### config.mk
export PLATFORM = sky130hd
export DESIGN_NAME = hazard_unit
export DESIGN_NICKNAME = d
export VERILOG_FILES = /design/src/rtl/hazard_unit.sv
export SDC_FILE = /design/constraint.sdc
export NUM_CORES = 1
export LEC_CHECK = 0
export CORE_MARGIN = 2
export CORE_UTILIZATION = 35
export CTS_BUF_LIST = sky130_fd_sc_hd__clkbuf_4
export CTS_CLUSTER_SIZE = 10
export DETAILED_ROUTE_END_ITERATION = 10
export DONT_BUFFER_PORTS = 1
export GPL_TIMING_DRIVEN = 1
export PLACE_DENSITY = 0.47
export SKIP_CTS_REPAIR_TIMING = 1
export SKIP_LAST_GASP = 1
export SLEW_MARGIN = 5
export SYNTH_ARGS = -nofsm -noshare
export SYNTH_HDL_FRONTEND = slang
export SYNTH_SLANG_ARGS = --single-unit
### constraint.sdc
create_clock -name clk -period 3.35 [get_ports clk]
set_input_delay 0.8375 -clock clk [delete_from_list [all_inputs] [get_ports clk]]
set_output_delay 0.8375 -clock clk [all_outputs]
set_load 0.005 [all_outputs]
### src/rtl/hazard_unit.sv
// -----------------------------------------------------------------------------
// hazard_unit
//
// Purpose:
//   Hazard detection and operand forwarding for a 5-stage in-order pipeline
//   (F, D, E, M, W). The unit keeps its own shadow of the register-usage fields
//   of the instructions sitting in E, M and W. It derives three things from that
//   shadow and the decode-stage inputs: load-use stalls, branch flushes and ALU
//   forwarding selects.
//
// Ports:
//   clk           in   1   pipeline clock, rising edge
//   rst           in   1   asynchronous active-high reset
//   rs1_d         in   5   decode-stage source register 1
//   rs2_d         in   5   decode-stage source register 2
//   rd_d          in   5   decode-stage destination register
//   reg_write_d   in   1   decode instruction writes the register file
//   result_src_d  in   2   decode result select, 2'b01 = load from memory
//   pc_src_e      in   1   execute-stage branch/jump taken
//   stall_f       out  1   hold PC
//   stall_d       out  1   hold F->D register
//   flush_d       out  1   clear F->D register
//   flush_e       out  1   clear D->E register (insert bubble)
//   forward_a_e   out  2   operand A select: 00 rd1_e, 01 W result, 10 M ALU result
//   forward_b_e   out  2   operand B select, same encoding
//   stall_count   out  32  (HAZARD_PERF_EN only) saturating count of stall_d cycles
//   flush_count   out  32  (HAZARD_PERF_EN only) saturating count of flush_d cycles
//
// Build option:
//   HAZARD_PERF_EN  when defined, adds the stall_count/flush_count performance
//                   counters. When undefined, those ports and counters do not exist.
// -----------------------------------------------------------------------------
module hazard_unit (
    input  logic        clk,
    input  logic        rst,
    input  logic [4:0]  rs1_d,
    input  logic [4:0]  rs2_d,
    input  logic [4:0]  rd_d,
    input  logic        reg_write_d,
    input  logic [1:0]  result_src_d,
    input  logic        pc_src_e,
    output logic        stall_f,
    output logic        stall_d,
    output logic        flush_d,
    output logic        flush_e,
    output logic [1:0]  forward_a_e,
`ifdef HAZARD_PERF_EN
    output logic [31:0] stall_count,
    output logic [31:0] flush_count,
`endif
    output logic [1:0]  forward_b_e
);

    localparam logic [1:0] RESULT_LOAD = 2'b01;
    localparam logic [1:0] FWD_NONE    = 2'b00;
    localparam logic [1:0] FWD_W       = 2'b01;
    localparam logic [1:0] FWD_M       = 2'b10;

    // Shadow of the in-flight instructions
    logic [4:0] e_rs1;
    logic [4:0] e_rs2;
    logic [4:0] e_rd;
    logic       e_reg_write;
    logic [1:0] e_result_src;
    logic [4:0] m_rd;
    logic       m_reg_write;
    logic [4:0] w_rd;
    logic       w_reg_write;

    logic       lw_stall;
    logic       bubble_e;
    logic [1:0] fwd_a;
    logic [1:0] fwd_b;

    // Select the newest in-flight producer of src. M is checked first because it
    // holds the younger of the two producers. x0 is never a producer, even when a
    // shadow entry carries reg_write=1 with rd=0.
    function automatic logic [1:0] fwd_sel(
        input logic [4:0] src,
        input logic [4:0] m_dst,
        input logic       m_we,
        input logic [4:0] w_dst,
        input logic       w_we
    );
        logic [1:0] sel;
        sel = FWD_NONE;
        if (m_we && (m_dst != 5'd0) && (m_dst == src))
            sel = FWD_M;
        else if (w_we && (w_dst != 5'd0) && (w_dst == src))
            sel = FWD_W;
        return sel;
    endfunction

    // A load in E whose result a decode source needs must wait one cycle. The
    // load then reaches M while the consumer waits in D. On the next cycle the
    // consumer enters E with the load in W, and it picks the value up through
    // the W forward path.
    always_comb begin
        lw_stall = 1'b0;
        if ((e_result_src == RESULT_LOAD) && e_reg_write && (e_rd != 5'd0) &&
            ((e_rd == rs1_d) || (e_rd == rs2_d)))
            lw_stall = 1'b1;
    end

    // Bubble decision used by the shadow register itself. It is the ungated form
    // of flush_e. During reset the shadow is held clear asynchronously anyway.
    assign bubble_e = lw_stall | pc_src_e;

    always_comb begin
        fwd_a = fwd_sel(e_rs1, m_rd, m_reg_write, w_rd, w_reg_write);
        fwd_b = fwd_sel(e_rs2, m_rd, m_reg_write, w_rd, w_reg_write);
    end

    // Outputs are forced quiet during reset. flush_d follows pc_src_e directly,
    // so it needs this gate. The other outputs are already zero because the
    // shadow is zero. A taken branch takes priority over a load-use stall: the
    // stalled consumer is on the wrong path and is flushed instead.
    always_comb begin
        stall_f     = 1'b0;
        stall_d     = 1'b0;
        flush_d     = 1'b0;
        flush_e     = 1'b0;
        forward_a_e = FWD_NONE;
        forward_b_e = FWD_NONE;
        if (!rst) begin
            stall_f     = lw_stall & ~pc_src_e;
            stall_d     = lw_stall & ~pc_src_e;
            flush_d     = pc_src_e;
            flush_e     = bubble_e;
            forward_a_e = fwd_a;
            forward_b_e = fwd_b;
        end
    end

    // The shadow advances every cycle, because the real pipeline registers from
    // E onward never stall. E takes either the decode fields or a bubble.
    always_ff @(posedge clk or posedge rst) begin
        if (rst) begin
            e_rs1        <= 5'd0;
            e_rs2        <= 5'd0;
            e_rd         <= 5'd0;
            e_reg_write  <= 1'b0;
            e_result_src <= 2'b00;
            m_rd         <= 5'd0;
            m_reg_write  <= 1'b0;
            w_rd         <= 5'd0;
            w_reg_write  <= 1'b0;
        end else begin
            w_rd        <= m_rd;
            w_reg_write <= m_reg_write;
            m_rd        <= e_rd;
            m_reg_write <= e_reg_write;
            if (bubble_e) begin
                e_rs1        <= 5'd0;
                e_rs2        <= 5'd0;
                e_rd         <= 5'd0;
                e_reg_write  <= 1'b0;
                e_result_src <= 2'b00;
            end else begin
                e_rs1        <= rs1_d;
                e_rs2        <= rs2_d;
                e_rd         <= rd_d;
                e_reg_write  <= reg_write_d;
                e_result_src <= result_src_d;
            end
        end
    end

`ifdef HAZARD_PERF_EN
    // Saturating event counters. Each counter holds at all-ones and does not
    // wrap, so a long-running count is never misread as a small one.
    always_ff @(posedge clk or posedge rst) begin
        if (rst) begin
            stall_count <= 32'd0;
            flush_count <= 32'd0;
        end else begin
            if (stall_d && (stall_count != 32'hFFFF_FFFF))
                stall_count <= stall_count + 32'd1;
            if (flush_d && (flush_count != 32'hFFFF_FFFF))
                flush_count <= flush_count + 32'd1;
        end
    end
`endif

endmodule

## Yosys cells after proc, flatten, opt, wreduce, memory -nomap -nowiden

Cells that the tools add are included.

- Word-level logic and storage cells: 47
- Register bits after elaboration: 30
- Bits of input ports: 21

- Equality and inequality tests: 7
- Bitwise gates (word level): 3
- Mux-type cells: 15
- Reductions and logical operators: 13

Operator list:

| operator | number |
|---|---|
| $eq 5x5->1 | 6 |
| $mux 5 | 3 |
| $reduce_bool 5->1 | 3 |
| $mux 2 | 5 |
| $logic_and 1x1->1 | 9 |
| $mux 1 | 7 |
| $eq 2x1->1 const B | 1 |
| $and 1x1->1 | 1 |
| $logic_or 1x1->1 | 1 |
| $not 1->1 | 1 |
| $or 1x1->1 | 1 |

## Longest topological paths before layout

Gate-level depths: netlist of the first run.

- Word-level depth: 7
- Mapped depth: 6
- Mapped depth without buffers: 4

## Least setup slack after synthesis of the first run

Ideal clock, no wire load.

- Path type: input to output
- Start point: input rst
- End point: output forward_b_e[0]
- Arrival: 2.412 ns
- Stages: 4
- Slack: 0.101 ns
- Data required time: 2.513 ns
- Path buffers: 0
- Cell sequence: inv_1 -> o211ai_1 -> or4_1 -> nor4_2

- Word-level cells in the longest chain between the ends: 1

RTL lines:

| what | RTL line | RTL |
|---|---|---|
| from (decl) | 35 | `input logic rst,` |
| $mux 2 | 125 | `if (!rst) begin` |
| to (decl) | 51 | `output logic [1:0] forward_b_e` |

No other way between the ends.

## Final worst setup path of the first run

- Start point: register m_rd[1]
- End point: output forward_a_e[0]

- Word-level cells in the longest chain between the ends: 5
- Elaborated cells between the ends (all ways): 6
- Those cells by class: eq/ne: 1; mux: 2; reduce/logical: 3

RTL lines:

| what | RTL line | RTL |
|---|---|---|
| from (decl) | 65 | `logic [4:0] m_rd;` |
| from (signal assigned) | 151 | `m_rd <= e_rd;` |
| $reduce_bool 5->1 | 87 | `if (m_we && (m_dst != 5'd0) && (m_dst == src))` |
| $logic_and 1x1->1 | 87 |  |
| $logic_and 1x1->1 * | 87 |  |
| $mux 2 * | 87 |  |
| $mux 2 * | 125 |  |
| to (decl) | 46 | `output logic [1:0] forward_a_e,` |

Every way passes the cells marked *; elsewhere a longest branch is shown, timed or not.

==> flow_metrics.tcl, run 1 <==
set metrics [dict create \
    status "finished, final reports clean" \
    antenna_found_initial 0 \
    dpl_cell_area_mm2 0.00150 \
    fin_tns_setup_ns 0 \
    cap_violations 0 \
    fp-row-count 23 \
    gr-total-overflow 0 \
    io_pins 29 \
    diodes 0 \
    synthDistinctLibCells 22 \
    dpl.hpwl_um 2220 \
    p_leak_nw 0.667 \
    netlist_instances 133 \
    clock-skew-final_ns 0.00656 \
    final_common_cell "dfrtp_1" \
    ys_warn_count 0 \
    core_area_mm2 0.00397 \
    drt_iter0_drc 18 \
    num_vias 950 \
    nFillCells 406 \
    synth_edf_count 0 \
    netlist_area_mm2 0.00143 \
    dr.pass1.iters 4 \
    ys_ff_latch 30 \
    nets 158 \
    die-area_mm2 0.00461 \
    final_area_mm2 0.00155 \
    ys.flop_type "dfrtp_1" \
    period_needed_ns 2.78 \
    tightestPinTransition_ns 0.446 \
    vias_per_cell 5.05 \
    maxSlewViolCount 0 \
    grt.total_usage_pct 14.9 \
    syn_nets 154 \
    dp_cells 180 \
    area_delta_synth_final_pct 8.14 \
    fin_cells 188 \
    crit_type "reg2out" \
    drive_gt1_share_pct 10.1 \
    finalHoldViolations 0 \
    ant_nets 0 \
    totalWireLength_um 2890 \
    power_density_mw_per_mm2 436 \
    peakVddDrop_mv 0.251 \
    worstPathRequired_ns 2.51 \
    ys_async_sr_fraction_pct 100 \
    htree_levels 2 \
    yosysSeqAreaShare_pct 52.5 \
    layout_common_cells "dfrtp_1, xnor2_1, nand2b_1, a21oi_1, xor2_1" \
    startpoint_type "register" \
    die_h_um 67.9 \
    endpoint_kind "primary output" \
    die_w_um 67.9 \
    insertion_delay_ns 0.33 \
    start_util_pct 36.0 \
    finalCritPeriodShare_pct 82.9 \
    cts_inserted_buffers 5 \
    syn_area_per_cell_um2 10.8 \
    max_slew_margin_pct 70.0 \
    cts_buffer_depth 2 \
    drcViolationCount 0 \
    path_clk_slew_ns 0.09 \
    fmax_ghz 0.360 \
    grt_pass1_wl_um 4770 \
    cts.sinks 30 \
    grt_pass1_vias 1018 \
    io_buffers 0 \
    rsz0062_at_grt "false" \
    drt-wirelength-per-cell_um 15.3 \
    cts_tree "built" \
    critPathMaxFanout 4 \
    hold_path_class "reg2reg" \
    place_congestion 0.912 \
    cp.arrival_ns 1.94 \
    setup_viol_count_final 0 \
    cts_root_buf "clkbuf_4" \
    grt_max_degree 32 \
]
==> worst max-delay path, stage by stage, from the launching register on <==
cell and delay [ns]:
dfrtp_1 0.43, or4_1 0.57, o21ai_2 0.20, nor3_1 0.10, nor4_2 0.32
==> report_power, final <==
part	leakage [nW]	switching, mW	internal, mW
clock	0.0277	0.120	0.0746
combinational	0.252	0.0399	0.0397
sequential	0.387	0.0202	0.381
total	0.667	0.180	0.495
==> metal layers <==
layer  vias to the layer above  share of wire (%)  global-route usage [%]
li1                        456                  -                       -
met1                       464                 42                    17.3
met2                        25                 49                    24.0
met3                         5                7.0                    6.41
met4                         0                1.8                    6.00
met5                         -                  0                       0
==> logic make-up (layout without fill, tap and decap cells) <==
family                 Yosys count  count (layout)  share of synthesized area (%)
AND/OR/NAND/NOR                 42              42                           17.8
XOR/XNOR                        30              30                           18.4
flip-flops                      30              30                           52.5
AO/OA/AOI/OAI                   23              23                           9.01
buffers and inverters            8              13                           2.36
==> synthesized netlist by cell type, types with 2 or more instances <==
| cell type | instances | share of area, % |
|---|---|---|
| dfrtp_1 | 30 | 52 |
| xnor2_1 | 20 | 12 |
| a21oi_1 | 18 | 6.3 |
| nand2b_1 | 18 | 7.9 |
| xor2_1 | 10 | 6.1 |
| clkbuf_1 | 6 | 1.6 |
| nand2_1 | 5 | 1.3 |
| nand3_1 | 4 | 1.4 |
| or4_1 | 4 | 2.1 |
| nor3_1 | 3 | 1.0 |
| nor2_1 | 2 | 0.53 |
| nor4_1 | 2 | 0.87 |
| nor4_2 | 2 | 1.7 |
==> cell type report <==
class,instances,area [um2],area share [%]
clock buffers,5,37.5,2.43
clock inverters,3,11.3,0.728
inverters,1,3.75,0.243
multi-input cells,95,651,42.1
flip-flops and latches,30,751,48.5
well taps,50,62.6,4.05
repair buffers,4,30.0,1.94
==> per-stage QoR <==
step           total power, mW  hold WS, ns  utilization, %  worst slack (ns)
6_report                 0.675        0.394            38.9             0.573
5_1_grt                  0.719        0.411            38.9             0.418
4_1_cts                  0.684        0.396            38.9             0.536
3_5_place_dp             0.490        0.368            37.7             0.782
3_3_place_gp             0.488        0.367            37.7             0.815
2_1_floorplan            0.469        0.354               -             0.101
==> flip-flops by register name, indices dropped and copies added, names as in the netlist <==
register,count
e_rd,5
e_rs1,5
e_rs2,5
m_rd,5
w_rd,5
e_result_src,2
e_reg_write,1
m_reg_write,1
w_reg_write,1
==> final timing paths <==
| kind | from | end | slack [ns] | cells past startpoint |
|---|---|---|---|---|
| worst max register to register | e_rd[4]$_DFF_PP0_ | e_rs1[3]$_DFF_PP0_ | 2.00 | 5 |
| min in group asynchronous | rst | w_rd[2]$_DFF_PP0_ | 0.49 | 2 |
| worst min-delay path | e_reg_write$_DFF_PP0_ | m_reg_write$_DFF_PP0_ | 0.39 | 0 |
| worst min register to register | e_reg_write$_DFF_PP0_ | m_reg_write$_DFF_PP0_ | 0.39 | 0 |
| max in group asynchronous | rst | e_rd[0]$_DFF_PP0_ | 2.58 | 2 |
| worst max-delay path | m_rd[1]$_DFF_PP0_ | forward_a_e[0] | 0.57 | 4 |
(Power assumes the default switching activity.)
==> run 2, diff against run 1 <==
clock period = 2.7 ns   (was 3.35 ns; I/O delays follow)
==> flow_metrics.tcl, run 2 (synthesis gave the netlist of run 1 again) <==
set metrics [dict create \
    maxSlewViolCount 0 \
    holdWs_ns 0.318 \
    finalCritPeriodShare_pct 95.0 \
    drive_gt1_share_pct 11.7 \
    fin_util_pct 39.0 \
    diodes 0 \
    status "finished, final reports clean" \
    tightestPinTransition_ns 0.396 \
    final_common_cell "dfrtp_1" \
    start_util_pct 36.0 \
    finalHoldViolations 0 \
    layout_common_cells "dfrtp_1, xnor2_1, nand2b_1, a21oi_1, xor2_1" \
    vias_per_cell 4.90 \
    drt_iter0_drc 25 \
    die_w_um 67.9 \
    io_pins 29 \
    fmax_ghz 0.390 \
    die_h_um 67.9 \
    grt_max_degree 32 \
    cts_inserted_buffers 5 \
    r2r-start "e_rd[4]$_DFF_PP0_" \
    final_area_mm2 0.00155 \
    die-area_mm2 0.00461 \
    cp_slowest_stage_delay_ns 0.55 \
    fp-row-count 23 \
    cts.sinks 30 \
    core_area_mm2 0.00397 \
    fin_cells 187 \
    power_density_mw_per_mm2 548 \
    dr.pass1.iters 4 \
    setup_ws_ns 0.135 \
    antenna_found_initial 0 \
    rsz0062_at_grt "false" \
    p_leak_nw 0.661 \
    num_vias 916 \
    max_slew_margin_pct 73.4 \
    dpl_cell_area_mm2 0.00149 \
    cp.arrival_ns 1.89 \
    critPathSlowestCell "or4_1" \
    path_clk_slew_ns 0.09 \
    drcViolationCount 0 \
    drt-wirelength-per-cell_um 15.3 \
    dp_slack_ns 0.472 \
    gr-total-overflow 0 \
    period_needed_ns 2.56 \
    dpl.hpwl_um 2150 \
    area_delta_synth_final_pct 8.22 \
    endpoint_kind "primary output" \
    nets 157 \
    grt_pass1_vias 968 \
    place_congestion 0.761 \
    hold_path_class "in2async" \
    crit_chain "or4_1, o21ai_2, nor3_1, nor4_2" \
    totalWireLength_um 2860 \
    peakVddDrop_mv 0.186 \
    power_mw 0.848 \
    fin_tns_setup_ns 0 \
    dp_cells 179 \
    htree_levels 2 \
    cts_root_buf "clkbuf_4" \
    crit_type "reg2out" \
    io_buffers 0 \
    ant_nets 0 \
    insertion_delay_ns 0.32 \
    cap_violations 0 \
    cts_buffer_depth 2 \
    clock-skew-final_ns 0.00366 \
    grt.total_usage_pct 14.8 \
    cts_tree "built" \
    setup_viol_count_final 0 \
    grt_pass1_wl_um 4800 \
    cp-startpoint "m_rd[1]$_DFF_PP0_" \
    critPathMaxFanout 4 \
    worstPathRequired_ns 2.03 \
    startpoint_type "register" \
]
==> run 2: changes by cell type in the layout (fill, tap and decap cells not counted) <==
cell,previous run,this run
clkbuf_4,5,6
inv_1,1,0
buf_4,4,3
clkinvlp_4,0,1
clkinv_2,0,1
clkinv_1,3,1
==> run 2: path summary, 6_finish.rpt <==
kind                                             end  slack [ns]  cells after the start
min                                w_rd[0]$_DFF_PP0_        0.32                      2
max in group asynchronous  e_result_src[0]$_DFF_PP0_        2.10                      2
min reg2reg                    m_reg_write$_DFF_PP0_        0.40                      0
max reg2reg                       e_rs1[4]$_DFF_PP0_        1.18                      5
max                                   forward_b_e[0]        0.14                      4
min in group clk               m_reg_write$_DFF_PP0_        0.40                      0
==> run 2: area by class of cell <==
type | count | area (um2)
fill | 397 | 2420
sequential | 30 | 751
multi-input combinational | 95 | 651
tap | 50 | 62.6
clock buffer | 6 | 45.0
timing repair buffer | 3 | 22.5
clock inverter | 2 | 8.76
inverter | 1 | 7.51
==> run 2: metal layers <==
| metal | global-route usage, % | wire (um) |
|---|---|---|
| met3 | 6.58 | 200 |
| met2 | 22.1 | 1380 |
| met4 | 6.75 | 60 |
| met1 | 18.4 | 1220 |
| met5 | 0 | 0 |
==> run 2: power by group <==
part | total [mW] | switching (mW) | internal (mW)
Sequential | 0.497 | 0.0246 | 0.472
Combinational | 0.0974 | 0.0490 | 0.0483
Clock | 0.254 | 0.146 | 0.108
Total | 0.848 | 0.220 | 0.628
==> run 2: critical path: cells and delay by family, from the launching register on <==
family | cells | cell delay, ns
AOI/OAI and AO/OA | 1 | 0.19
DFF | 1 | 0.43
and+or+nand+nor | 3 | 0.95
